### config.mk
export PLATFORM = sky130hd
export DESIGN_NAME = reg_bank_bus
export DESIGN_NICKNAME = d
export VERILOG_FILES = /design/src/rtl/reg_bank_bus.sv
export SDC_FILE = /design/constraint.sdc
export NUM_CORES = 1
export LEC_CHECK = 0
export BUFFER_PORTS_ARGS = -buffer_cell sky130_fd_sc_hd__buf_2
export CAP_MARGIN = 20
export CORE_MARGIN = 2
export CORE_UTILIZATION = 25
export CTS_CLUSTER_SIZE = 30
export DETAILED_ROUTE_END_ITERATION = 6
export PLACE_DENSITY_LB_ADDON = 0.3
export SYNTH_ARGS = -nofsm -noshare
export SYNTH_HDL_FRONTEND = slang
export SYNTH_SLANG_ARGS = --single-unit
### constraint.sdc
create_clock -name clk -period 2.5 [get_ports clk]
set_input_delay 0 -clock clk [delete_from_list [all_inputs] [get_ports clk]]
set_output_delay 0 -clock clk [all_outputs]
set_load 0.005 [all_outputs]
### src/rtl/reg_bank_bus.sv
// rtl/reg_bank_bus.sv - register bank with a single shared transfer bus and a 2*WIDTH Z capture register
module reg_bank_bus #(
    parameter int WIDTH   = 32,
    parameter int NREG    = 16,
    parameter bit R0_ZERO = 1'b0,
    localparam int SELW   = $clog2(NREG + 4)
) (
    input  logic                 clk,
    input  logic                 clr,
    input  logic                 req_valid,
    output logic                 req_ready,
    input  logic [SELW-1:0]      req_src,
    input  logic [SELW-1:0]      req_dst,
    input  logic                 z_load,
    input  logic [2*WIDTH-1:0]   z_data,
    output logic [WIDTH-1:0]     bus,
    output logic                 bus_valid,
    output logic                 done,
    output logic                 err,
    output logic [2*WIDTH-1:0]   z_reg
);

    typedef enum logic [1:0] {IDLE, DRIVE, WRITE} state_t;

    state_t            state, state_nx;
    logic [WIDTH-1:0]  gpr [NREG];
    logic [WIDTH-1:0]  hi, lo, rd_val;
    logic [SELW-1:0]   src_q, dst_q;
    logic              accept, legal;

    assign req_ready = (state == IDLE);
    assign accept    = req_valid && req_ready;
    // Z halves are readable but only writable through z_load
    assign legal     = (32'(req_src) < NREG + 4) && (32'(req_dst) < NREG + 2);
    assign done      = (state == WRITE);
    assign bus_valid = (state == WRITE);

    always_ff @(posedge clk or negedge clr) begin
        if (!clr) state <= IDLE;
        else      state <= state_nx;
    end

    always_comb begin
        state_nx = state;
        case (state)
            IDLE:    if (accept && legal) state_nx = DRIVE;
            DRIVE:   state_nx = WRITE;
            WRITE:   state_nx = IDLE;
            default: state_nx = IDLE;
        endcase
    end

    always_comb begin
        rd_val = '0;
        for (int i = 0; i < NREG; i++) begin
            if (32'(src_q) == i && !(R0_ZERO && i == 0)) rd_val = gpr[i];
        end
        if (32'(src_q) == NREG)     rd_val = hi;
        if (32'(src_q) == NREG + 1) rd_val = lo;
        if (32'(src_q) == NREG + 2) rd_val = z_reg[WIDTH-1:0];
        if (32'(src_q) == NREG + 3) rd_val = z_reg[2*WIDTH-1:WIDTH];
    end

    // Z is sampled pre-edge in DRIVE, so a coinciding z_load is seen only by later reads
    always_ff @(posedge clk or negedge clr) begin
        if (!clr) begin
            for (int i = 0; i < NREG; i++) gpr[i] <= '0;
            hi    <= '0;
            lo    <= '0;
            z_reg <= '0;
            bus   <= '0;
            src_q <= '0;
            dst_q <= '0;
            err   <= 1'b0;
        end else begin
            err <= accept && !legal;
            if (z_load) z_reg <= z_data;
            if (accept && legal) begin
                src_q <= req_src;
                dst_q <= req_dst;
            end
            if (state == DRIVE) bus <= rd_val;
            if (state == WRITE) begin
                for (int i = 0; i < NREG; i++) begin
                    if (32'(dst_q) == i && !(R0_ZERO && i == 0)) gpr[i] <= bus;
                end
                if (32'(dst_q) == NREG)     hi <= bus;
                if (32'(dst_q) == NREG + 1) lo <= bus;
            end
        end
    end

endmodule

# Yosys cells after proc, flatten, opt, wreduce, memory -nomap -nowiden
# Index checks and enable logic that the tools add are counted.
dict set report word_totals {
  register_bits 685
  out_inout_bits 100
  word_cells 113
}
dict set report classes {
  muxes 22
  n_eq_ne 39
  reduce_logical 26
  magnitude_cmp 2
}
# cell count
set op_table {}
lappend op_table {{two-way mux 32 bit} 20}
lappend op_table {{equality test 5 x 4 -> 1 bit (second input constant)} 16}
lappend op_table {{equality test 5 x 3 -> 1 bit (second input constant)} 8}
lappend op_table {{AND reduction 2 bit} 18}
lappend op_table {{equality test 5 bit (second input constant)} 6}
lappend op_table {{equality test 5 x 2 -> 1 bit (second input constant)} 4}
lappend op_table {{equality test 5 x 1 -> 1 bit (second input constant)} 2}
lappend op_table {{zero test 5 bit} 2}
lappend op_table {{less-than comparator 5 bit (second input constant)} 2}
lappend op_table {{logical AND 1 bit} 4}
lappend op_table {{case mux 2 bit (2 select lines)} 1}
lappend op_table {{equality test 2 x 1 -> 1 bit (second input constant)} 1}
lappend op_table {{equality test 2 bit (second input constant)} 1}
lappend op_table {{zero test 2 bit} 1}
lappend op_table {{two-way mux 2 bit} 1}
lappend op_table {{inequality test 2 x 1 -> 1 bit (second input constant)} 1}
lappend op_table {{zero test 1 bit} 1}

# Depth between registers and ports, before layout
# Gate-level depths: netlist of the first run.
dict set report logic_depth {
  word_depth 21
  depth_mapped 10
  ltp_nobuf 6
}

# Worst setup path before layout of the first run
# No wires, ideal clock.
dict set report synth_timing {
  kind {register -> register}
  startpoint {register state[0]}
  endpoint {register gpr[354] (netlist bit)}
  t_arrival_ns 1.978
  synth_period_minus_slack_ns 2.103
  path_stages_with_launch 7
  slack_ns 0.397
  setup_time_ns 0.125
  path_cell_list {dfrtp_1 -> nand2b_4 -> or4b_1 -> clkbuf_1 -> nor3_2 -> buf_2 -> mux2_2}
}
dict set report synth_between {
  elab_chain_len 2
}
# element line
set synth_rtl {}
lappend synth_rtl {{start: declaration} 25} ;# state_t state, state_nx;
lappend synth_rtl {{start signal: assignment} 40} ;# else state <= state_nx;
lappend synth_rtl {{equality test 2 bit} 83} ;# if (state == WRITE) begin
lappend synth_rtl {{AND reduction 2 bit (no source line)} --}
lappend synth_rtl {{end signal: indexed assignment} 85} ;# if (32'(dst_q) == i && !(R0_ZERO && i == 0)) gpr[i] <= bus;
lappend synth_rtl {{end: declaration} 26} ;# logic [WIDTH-1:0] gpr [NREG];
# Every way passes these cells.
# A chain may end at the register's enable or synchronous reset.

# Final worst setup path of the first run
dict set report layout_timing {
  startpoint {register src_q[0]}
  endpoint {register bus[3]}
}
dict set report layout_between {
  elab_chain_len 21
  word_cells_on_any_way 40
  classes_between {eq/ne (19); mux (20); reduce/logical (1)}
}
# element line
set layout_rtl {}
lappend layout_rtl {{start: declaration} 28} ;# logic [SELW-1:0] src_q, dst_q;
lappend layout_rtl {{start signal: assignment} 79} ;# src_q <= req_src;
lappend layout_rtl {{zero test 5 bit} 56} ;# if (32'(src_q) == i && !(R0_ZERO && i == 0)) rd_val = gpr[i];
lappend layout_rtl {{two-way mux 32 bit (16 in a row)} 56}
lappend layout_rtl {{two-way mux 32 bit} 58} ;# if (32'(src_q) == NREG) rd_val = hi;
lappend layout_rtl {{two-way mux 32 bit} 59} ;# if (32'(src_q) == NREG + 1) rd_val = lo;
lappend layout_rtl {{two-way mux 32 bit} 60} ;# if (32'(src_q) == NREG + 2) rd_val = z_reg[WIDTH-1:0];
lappend layout_rtl {{two-way mux 32 bit *} 61} ;# if (32'(src_q) == NREG + 3) rd_val = z_reg[2*WIDTH-1:WIDTH];
lappend layout_rtl {{end signal: assignment} 82} ;# if (state == DRIVE) bus <= rd_val;
lappend layout_rtl {{end: declaration} 16} ;# output logic [WIDTH-1:0] bus,
# Mark *: on every way between the ends. The rest lies on a longest branch, timed or not.

==> qor.yml, run 1 <==
drt:
  vias: 23000
  ant_nets: 0
  drc: 0
  drt-vias-per-instance: 5.06
  wl_um: 117000
  wl_per_cell_um: 25.7
  drt_iter0_markers: 1601
  first_pass_iters: 5
worst_setup_path:
  crit_family: "simple AND/OR/NAND/NOR gates"
  rrSetupSlack_ps: 20
  cp.arrival_ps: 2980
  endpoint_kind: "flip-flop"
  cp_max_fo: 15
  cp_cell_sequence: "buf_4 > nor2_2 > buf_4 > nand2_1 > o22ai_1 > nor3_1 > o311ai_1 > nand3_1"
  crit_top_cell: "buf_4"
  critPathKind: "reg2reg"
  cp_slowest_stage_delay_ps: 590
  start_kind: "flip-flop"
  path_buf_inv: 2
  reg2regPathDepth: 8
  required_ps: 3000
  timing.rr.end: "bus[3]"
  r2r_start: "src_q[0]"
  crit_slowest_cell: "dfrtp_4"
global_route:
  antenna_found_initial: 1
  grt_max_degree: 74
  grt_util_all_layers_pct: 17.9
  grt_pass1_vias: 23900
  grt_pass1_wl_um: 172000
  grt-ovfl-total: 0
logic_synthesis:
  synth-xor-area-share_pct: 0
  synthTopCellsByArea: "dfrtp_1 54%, mux2_2 23%, mux4_2 1.9%, a21oi_1 1.7%, mux2i_1 1.7%"
  yosys.area_share.adder_pct: 0
  syn_inst: 2489
  yosys_warnings: 0
  synthSimpleGateAreaFrac_pct: 4.99
  avgSynthCellArea_um2: 12.7
  async_reset_ff_share_pct: 100
  synth_compound_area_share_pct: 10.3
  syn-cell-area_um2: 31700
  synth_cell_type_count: 79
  yosys_register_bits: 685
  synth_flop_cell: "dfrtp_1"
  muxShareOfSynthArea_pct: 27.2
  synth_top_family_by_area: "multiplexers"
  synth_area_leader_cell: "dfrtp_1"
  synth-edff-count: 0
  netlist.area_leader.share_pct: 54.1
  postSynthNetCount: 2567
  yosysSeqAreaShare_pct: 54.1
sta:
  hold_viol: 0
  skew_ps: 34.1
  setup_viol: 0
  fmax_mhz: 403
  slew_headroom_pct: 24.1
  slew_viol_final: 0
  period_share_pct: 99.2
  min_period_ps: 2480
  worstMarginPinSlew_ps: 1140
pwr:
  clkPwrFrac_pct: 30.9
  seqPwrFrac_pct: 43.8
  switching_share_pct: 33.4
  p_leak_nw: 18.4
  internal-power_mw: 24.1
  p_sw_mw: 12.1
  fin_total_pwr_mw: 36.2
  pwr-share-comb_pct: 25.3
  power_density_nw_per_um2: 912
  irDropWorstVdd_uv: 562
clock_network:
  tritoncts: "yes"
  clockRootBuffer: "clkbuf_16"
  clk_pin_slew_ps: 60
  htree_num_levels: 3
  clkLatencyLatePin_ps: 640
  clock-sinks: 685
  numCtsBuffers: 72
  cts_buffer_depth: 3
cells_and_area:
  drive_gt1_share_pct: 43.3
  design_area_um2: 39700
  diodes: 0
  nFillCells: 12700
  final_net_count: 2917
  areaGrowthSynthToFinish_pct: 25.2
  largest_register_ffs: 512
floorplanning:
  rows: 130
  die_area_um2: 130000
  die_w_um: 360
  boundaryPins: 178
  initial_core_util_pct: 25.2
  die_h_um: 360
  coreArea_um2: 126000
run_status:
  status: "finished, final reports clean"
run:
  max_cap_violations: 0
place:
  placed_cell_area_um2: 36200
  port_buffers: 177
  gp_congestion: 0.811
  dp_hpwl_um: 78100
worst_hold_path:
  hold_path.class: "in2async"
-- stage by stage --
step                      setup slack, ps  TNS (ps)  std cells  util (%)  hold WS, ps
final                                21.0         0       4542      31.6         38.8
after floorplan                       397         0       2489         -         -296
after detailed placement             -289      -393       4310      28.8         69.4
after global routing                -1.53     -1.53       4542      31.6         94.0
after CTS                            12.1         0       4540      31.5         42.6
after global placement               -285      -285       4310      28.8         69.1
-- metal layers --
metal	global-route usage (%)	share of wire (%)	vias up
met2	30.0	48	641
met1	23.2	44	12300
met3	2.41	4.4	197
met4	7.24	4.0	0
met5	0	0	-
li1	-	-	9898
-- kinds of logic after synthesis --
logic type             after synthesis
multiplexers                       744
flip-flops                         685
AO/OA/AOI/OAI                      488
AND/OR/NAND/NOR                    321
buffers and inverters              251
-- layout make-up --
| type | count | area (um2) | share of cell area (%) |
|---|---|---|---|
| inverter | 14 | 52.6 | 0.132 |
| timing repair buffer | 513 | 4370 | 11.0 |
| multi-input combinational | 1553 | 13600 | 34.3 |
| sequential | 685 | 17200 | 43.2 |
| tap | 1650 | 2060 | 5.20 |
| clock buffer | 113 | 2230 | 5.62 |
| clock inverter | 14 | 193 | 0.485 |
-- cell usage after synthesis, types with 13 or more instances --
| cell | instances |
|---|---|
| a22o_1 | 13 |
| clkbuf_1 | 91 |
| mux4_2 | 27 |
| nor2b_1 | 26 |
| mux2i_1 | 54 |
| a21oi_1 | 110 |
| nand2b_1 | 17 |
| a211oi_1 | 19 |
| nor3_1 | 17 |
| a221oi_1 | 15 |
| mux2_2 | 649 |
| a22oi_1 | 20 |
| o22ai_1 | 42 |
| buf_1 | 60 |
| nand2_1 | 90 |
| o2bb2ai_1 | 15 |
| mux2_1 | 14 |
| o21ai_0 | 101 |
| buf_2 | 73 |
| nor2_1 | 95 |
| nand3_1 | 25 |
| inv_1 | 13 |
| dfrtp_1 | 685 |
| o221ai_1 | 29 |
-- power groups by stage --
stage / clock network (mW) / logic, mW / registers [mW]
3_5_place_dp: 0 / 8.91 / 16.0
3_3_place_gp: 0 / 8.84 / 15.9
6_report: 11.2 / 9.17 / 15.8
5_1_grt: 11.8 / 9.76 / 16.2
2_1_floorplan: 0 / 5.87 / 14.3
4_1_cts: 11.4 / 9.11 / 15.8
-- how the worst max path moves through the flow --
stage	startpoint	to	slack, ps	cells after the start
floorplan	state[0]	gpr[354]	400	6
finish	src_q[0]	bus[3]	20	8
detailed placement	src_q[0]	bus[23]	-290	6
global placement	src_q[3]	bus[23]	-290	8
CTS	src_q[2]	bus[12]	10	9
global route	src_q[0]	bus[29]	-2	8
-- placed cells by master, fill, tap and decap left out, types with 16 or more instances in the layout --
master / Yosys / routed
o21ai_0: 101 / 101
a211oi_1: 19 / 19
dlygate4sd3_1: 0 / 103
buf_2: 73 / 176
o22ai_1: 42 / 42
nand3_1: 25 / 22
a21oi_1: 110 / 110
a22oi_1: 20 / 20
o221ai_1: 29 / 28
mux2i_1: 54 / 54
clkbuf_1: 91 / 18
mux4_2: 27 / 27
nand2b_1: 17 / 16
clkbuf_8: 0 / 19
nor2b_1: 26 / 24
mux2_2: 649 / 649
buf_12: 0 / 55
nand2_1: 90 / 84
nor2_1: 95 / 90
buf_4: 11 / 177
clkbuf_16: 0 / 76
dfrtp_1: 685 / 681
-- timing repair --
item / 4_1_cts / 5_1_grt
buffers inserted: 0 / 2
gates resized for setup: 5 / 12
pin swaps: 1 / 2
endpoints found under the hold margin: 668 / 0
cloned: 0 / 0
setup endpoints to repair: 4 / 10
hold buffers: 103 / 0
(Power assumes the default switching activity.)
==> run 2, diff against run 1 <==
- CORE_ASPECT_RATIO: not set -> 1.2
==> qor.yml, run 2 (synthesis results as in run 1) <==
run_status:
  status: "finished, final reports clean"  # unchanged
worst_setup_path:
  cp_max_fo: 19  # was 15
  critPathKind: "reg2reg"  # unchanged
  required_ps: 3080  # was 3000 ps
  endpoint_kind: "flip-flop"  # unchanged
  start_kind: "flip-flop"  # unchanged
  cp.arrival_ps: 3030  # was 2980 ps
clock_network:
  postCtsSetupBuffers: 0  # unchanged
  clockRootBuffer: "clkbuf_16"  # unchanged
  tritoncts: "yes"  # unchanged
  clk_pin_slew_ps: 70  # was 60 ps
  clkLatencyLatePin_ps: 650  # was 640 ps
  clock-sinks: 685  # unchanged
  numCtsBuffers: 68  # was 72
  cts_buffer_depth: 3  # unchanged
  htree_num_levels: 3  # unchanged
floorplanning:
  coreArea_um2: 126000  # about the same
  initial_core_util_pct: 25.1  # was 25.2%
  rows: 143  # was 130
  boundaryPins: 178  # unchanged
  die_w_um: 329  # was 360 um
  die_area_um2: 130000  # about the same
  die_h_um: 394  # was 360 um
global_route:
  grt-ovfl-total: 0  # unchanged
  grt_pass1_wl_um: 171000  # was 172,000 um
  grt_pass1_vias: 23600  # was 23,900
  grt_util_all_layers_pct: 17.9  # about the same
  antenna_found_initial: 4  # was 1
  grt_max_degree: 101  # was 74
place:
  gp_congestion: 0.813  # was 0.811
  dp_hpwl_um: 79100  # was 78,100 um
  port_buffers: 177  # unchanged
drt:
  wl_per_cell_um: 25.6  # was 25.7 um
  drt-vias-per-instance: 5.03  # was 5.06
  ant_nets: 0  # unchanged
  first_pass_iters: 6  # was 5
  wl_um: 116000  # was 117,000 um
  drt_iter0_markers: 1429  # was 1,601
  vias: 22900  # was 23,000
  drc: 0  # unchanged
sta:
  hold_viol: 0  # unchanged
  tns_ps: 0  # unchanged
  min_period_ps: 2450  # was 2480 ps
  setup_viol: 0  # unchanged
  skew_ps: 20.7  # was 34.1 ps
  slew_viol_final: 0  # unchanged
  whs_ps: 78.5  # was 38.8 ps
  fmax_mhz: 408  # was 403 MHz
  slew_headroom_pct: 31.2  # was 24.1%
  rsz0062_at_grt: "false"
  worstMarginPinSlew_ps: 1030  # was 1140 ps
  period_share_pct: 98.1  # was 99.2%
cells_and_area:
  final_net_count: 2911  # was 2,917
  layout_commonest_cell: "dfrtp_1"  # unchanged
  largest_register_ffs: 512  # unchanged
  drive_gt1_share_pct: 43.3  # about the same
  utilization_pct: 31.4  # was 31.6%
  final_cell_mix: "681 x dfrtp_1, 649 x mux2_2, 175 x buf_2, 175 x buf_4, 108 x a21oi_1"  # was 681 x dfrtp_1, 649 x mux2_2, 177 x buf_4
  areaGrowthSynthToFinish_pct: 25.0  # was 25.2%
pwr:
  irDropWorstVdd_uv: 678  # was 562 uV
  p_leak_nw: 18.4  # about the same
  power_density_nw_per_um2: 915  # was 912 nW/um2
worst_hold_path:
  hold_path.class: "in2reg"  # was in2async
run:
  max_cap_violations: 0  # unchanged
==> run 2: cell types whose count changed in the layout (fill, tap and decap cells not counted), moves of 3 or more <==
cell,change
clkbuf_8,-7
a21oi_2,+3
clkbuf_16,-6
buf_12,-3
bufinv_16,+4
clkinv_2,+4
inv_6,+3
==> run 2: metal layers <==
layer | track usage (%) | up-vias | share of wire, %
met3 | 2.60 | 209 | 4.3
met4 | 7.64 | 0 | 4.1
met2 | 30.3 | 651 | 49
li1 | - | 9879 | -
met5 | 0 | - | 0
met1 | 22.6 | 12200 | 42
==> run 2: final timing paths <==
path,to,start,cells after the start,slack (ps)
max,bus[17],src_q[1],8,50
max reg2reg,bus[17],src_q[1],8,50
min,z_reg[10],z_load,3,80
max in group asynchronous,gpr[510],clr,4,1620
min reg2reg,gpr[274],gpr[274],1,490
min in group asynchronous,gpr[262],clr,3,100
==> run 2: final cells by class <==
| cell class | instances | area [um2] |
|---|---|---|
| Clock inverter | 26 | 370 |
| Clock buffer | 98 | 1980 |
| Inverter | 14 | 52.6 |
| Timing Repair Buffer | 511 | 4330 |
| Multi-Input combinational cell | 1553 | 13700 |
| Sequential cell | 685 | 17200 |
| Tap cell | 1667 | 2090 |
| Antenna cell | 1 | 2.50 |
| Fill cell | 12700 | 86500 |
==> run 2: what timing repair did <==
action / CTS / global route
pin swaps: 1 / 2
hold endpoints to repair: 694 / 0
hold buffers: 106 / 0
setup endpoints to repair: 5 / 14
resized for setup: 7 / 19
==> run 2: worst max-delay path: stages, from the launching register on <==
cell	delay, ps
dfrtp_4	530
buf_12	190
nand2_1	180
buf_4	300
nor2_2	70
buf_4	160
nor2_1	410
o21ai_0	340
o21ai_1	190
==> run 2: stage by stage <==
step	area [um2]	std cells	power, mW	setup WS [ps]
2_1_floorplan	31700	2489	20.1	397
3_3_place_gp	36100	4324	25.0	-316
3_5_place_dp	36100	4324	25.1	-330
4_1_cts	39600	4554	36.4	11.2
5_1_grt	39600	4554	37.9	1.21
6_report	39600	4555	36.2	48.0
==> run 2: power breakdown <==
part | switching (mW) | internal [mW]
Sequential | 2.56 | 13.2
Combinational | 4.99 | 4.44
Clock | 4.67 | 6.37
==> run 3, diff against run 2 <==
- ABC_AREA: not set -> 1
- clock period: 2.5 -> 2.45 ns (I/O delays scaled with it)
==> qor.yml, run 3 <==
run_status:
  status: "finished, final reports clean"  # unchanged
clock_network:
  clock-sinks: 685  # unchanged
  clkLatencyLatePin_ps: 630  # was 650 ps
  cts_buffer_depth: 3  # unchanged
  numCtsBuffers: 69  # was 68
  clk_pin_slew_ps: 60  # was 70 ps
  htree_num_levels: 3  # unchanged
  tritoncts: "yes"  # unchanged
  clockRootBuffer: "clkbuf_16"  # unchanged
logic_synthesis:
  muxShareOfSynthArea_pct: 1.21  # was 27.2%
  avgSynthCellArea_um2: 8.33  # was 12.7 um2
  yosys.area_share.adder_pct: 0  # unchanged
  synth_cell_type_count: 26  # was 79
  synthSimpleGateAreaFrac_pct: 23.8  # was 4.99%
  yosys_register_bits: 685  # unchanged
  synth_flop_cell: "dfrtp_1"  # unchanged
  synthTopCellsByArea: "dfrtp_1 58%, nand2_1 15%, o21ai_0 9.7%, nor2_1 3.0%, inv_1 2.9%"  # was dfrtp_1 54%, mux2_2 23%, mux4_2 1.9%, a21oi_1 1.7%, mux2i_1 1.7%
  netlist.area_leader.share_pct: 57.6  # was 54.1%
  syn_inst: 3570  # was 2,489
  synth_common_cells: "1,199 x nand2_1, 685 x dfrtp_1, 575 x o21ai_0, 234 x nor2_1, 226 x inv_1"  # was 685 x dfrtp_1, 649 x mux2_2, 110 x a21oi_1, 101 x o21ai_0, 95 x nor2_1
  syn-cell-area_um2: 29700  # was 31,700 um2
  synth-xor-area-share_pct: 0  # unchanged
  synth.most_common_cell: "nand2_1"  # was dfrtp_1
  async_reset_ff_share_pct: 100  # unchanged
  synth_area_leader_cell: "dfrtp_1"  # unchanged
  synth_compound_area_share_pct: 11.5  # was 10.3%
  yosys_warnings: 0  # unchanged
  synth-edff-count: 0  # unchanged
  synth_top_family_by_area: "simple AND/OR/NAND/NOR gates"  # was multiplexers
  postSynthNetCount: 3648  # was 2,567
  yosysSeqAreaShare_pct: 57.6  # was 54.1%
worst_setup_path:
  cp.arrival_ps: 2910  # was 3030 ps
  required_ps: 2980  # was 3080 ps
  cp_slowest_stage_delay_ps: 400  # was 530 ps
  cp_max_fo: 9  # was 19
  cp_cell_sequence: "buf_4 > nand2_2 > nor2_4 > nand2_4 > buf_6 > or2_2 > nand2_1 > nand4_1 > nor2_2 > nand4_1 > nor2_2 > nand3_1 > nand2_1 > nand3_1 > nand2_1 > nand2_1"  # was buf_12 > nand2_1 > buf_4 > nor2_2 > buf_4 > nor2_1 > o21ai_0 > o21ai_1
  endpoint_kind: "flip-flop"  # unchanged
  crit_slowest_cell: "dfrtp_1"  # was dfrtp_4
  critPathKind: "reg2reg"  # unchanged
  start_kind: "flip-flop"  # unchanged
  crit_top_cell: "nand2_1"  # was buf_4
drt:
  ant_nets: 0  # unchanged
  drt-vias-per-instance: 4.48  # was 5.03
  vias: 24400  # was 22,900
  wl_um: 86900  # was 116,000 um
  drt_iter0_markers: 1963  # was 1,429
  drc: 0  # unchanged
  first_pass_iters: 6  # unchanged
  wl_per_cell_um: 16.0  # was 25.6 um
sta:
  skew_ps: 16.7  # was 20.7 ps
  setup_viol: 0  # unchanged
  period_share_pct: 97.2  # was 98.1%
  fmax_mhz: 420  # was 408 MHz
  min_period_ps: 2380  # was 2450 ps
  slew_viol_final: 0  # unchanged
  rsz0062_at_grt: "true"  # was false
  worstMarginPinSlew_ps: 840  # was 1030 ps
  hold_viol: 0  # unchanged
  slew_headroom_pct: 44.0  # was 31.2%
  fin_ws_ps: 68.8  # was 48.0 ps
cells_and_area:
  design_area_um2: 37000  # was 39,600 um2
  drive_gt1_share_pct: 15.4  # was 43.3%
  largest_register_ffs: 512  # unchanged
  final_cell_mix: "1,180 x nand2_1, 682 x dfrtp_1, 575 x o21ai_0"  # was 681 x dfrtp_1, 649 x mux2_2, 175 x buf_2, 175 x buf_4, 108 x a21oi_1
  diodes: 0  # was 1
  utilization_pct: 31.3  # was 31.4%
  areaGrowthSynthToFinish_pct: 24.3  # was 25.0%
  final_net_count: 3930  # was 2,911
  layout_commonest_cell: "nand2_1"  # was dfrtp_1
pwr:
  clkPwrFrac_pct: 36.9  # was 30.5%
  p_leak_nw: 16.6  # was 18.4 nW
  seqPwrFrac_pct: 46.1  # was 43.5%
  power_density_nw_per_um2: 781  # was 915 nW/um2
  irDropWorstVdd_uv: 577  # was 678 uV
  pwr-share-comb_pct: 17.0  # was 26.0%
  internal-power_mw: 20.2  # was 24.0 mW
  switching_share_pct: 29.9  # was 33.7%
  p_sw_mw: 8.63  # was 12.2 mW
global_route:
  grt-ovfl-total: 0  # unchanged
  grt_util_all_layers_pct: 14.3  # was 17.9%
  grt_max_degree: 98  # was 101
  antenna_found_initial: 1  # was 4
  grt_pass1_wl_um: 139000  # was 171,000 um
  grt_pass1_vias: 23400  # was 23,600
place:
  placed_cell_area_um2: 33100  # was 36,100 um2
  port_buffers: 177  # unchanged
  gp_congestion: 0.778  # was 0.813
  dp_hpwl_um: 58500  # was 79,100 um
  post-place-ws_ps: -151  # was -330 ps
floorplanning:
  rows: 138  # was 143
  die_h_um: 382  # was 394 um
  die_w_um: 319  # was 329 um
  initial_core_util_pct: 25.2  # was 25.1%
  coreArea_um2: 118000  # was 126,000 um2
  boundaryPins: 178  # unchanged
  die_area_um2: 122000  # was 130,000 um2
run:
  max_cap_violations: 0  # unchanged
worst_hold_path:
  hold_path.class: "in2reg"  # unchanged
## run 3: changes by cell type after synthesis, sizes merged, moves of 41 or more
cell / before / now
nand2: 90 / 1203
o22ai: 42 / 0
nand3: 25 / 92
buf: 146 / 30
nor2: 102 / 247
inv: 13 / 233
clkbuf: 91 / 189
mux2i: 54 / 0
o21ai: 111 / 594
or2: 3 / 44
nand4: 2 / 125
mux2: 663 / 32
## run 3: what timing repair did
item                                    CTS  global route
endpoints found under the setup margin   14            32
buffers inserted                          0            14
pin swaps                                 0            40
gates cloned                              0             1
gates resized for setup                   2            94
hold endpoints to repair                761             0
hold buffers                            119             0
## run 3: power groups by stage
stage | sequential (mW) | clock, mW | combinational (mW)
floorplan | 13.3 | 0 | 2.49
detailed placement | 13.5 | 0 | 4.58
finish | 13.3 | 10.7 | 4.91
CTS | 13.3 | 11.0 | 4.77
global placement | 13.5 | 0 | 4.53
global route | 13.5 | 11.4 | 5.53
## run 3: area by class of cell
class,count,area [um2]
timing repair buffer,430,3540
tap,1540,1930
inverter,235,890
clock buffer,105,2070
clock inverter,17,169
fill,12500,81000
sequential,685,17100
multi-input combinational,2431,11200
## run 3: routing by layer
layer,vias up,global-route usage [%],share of wire (%)
li1,12000,-,-
met1,11700,19.7,47
met2,532,23.4,47
met3,94,1.88,4.2
met4,0,3.79,1.8
met5,-,0,0
## run 3: worst max-delay path, delay by kind of cell, from the launching register on
| family | cells | cell delay (ps) |
|---|---|---|
| AND/OR/NAND/NOR | 14 | 1550 |
| flip-flops | 1 | 400 |
| buffers and inverters | 2 | 300 |
## run 3: final timing paths
path                       startpoint         to  slack [ps]  cells past startpoint
max                          src_q[1]    bus[30]          70                     16
min                            z_load  z_reg[48]          30                      2
max reg2reg                  src_q[1]    bus[30]          70                     16
min reg2reg                  gpr[290]   gpr[290]         470                      2
max in group asynchronous         clr   gpr[483]        1720                      3
min in group asynchronous         clr     hi[25]         140                      3
## run 3: cells by family (layout without fill, tap and decap cells)
logic type | after synthesis | count (layout)
AO/OA/AOI/OAI | 682 | 682
buffers and inverters | 454 | 787
AND/OR/NAND/NOR | 1717 | 1717
multiplexers | 32 | 32
flip-flops | 685 | 685
## run 3: per-stage QoR
| stage | cells | setup TNS, ps | hold slack, ps | power (mW) |
|---|---|---|---|---|
| CTS | 5428 | -110 | 2.04 | 29.1 |
| detailed placement | 5187 | -647 | -15.4 | 18.1 |
| floorplan | 3570 | 0 | -296 | 15.8 |
| finish | 5443 | 0 | 34.2 | 28.9 |
| global route | 5443 | -2080 | 51.7 | 30.4 |
| global placement | 5187 | -757 | -10.2 | 18.0 |
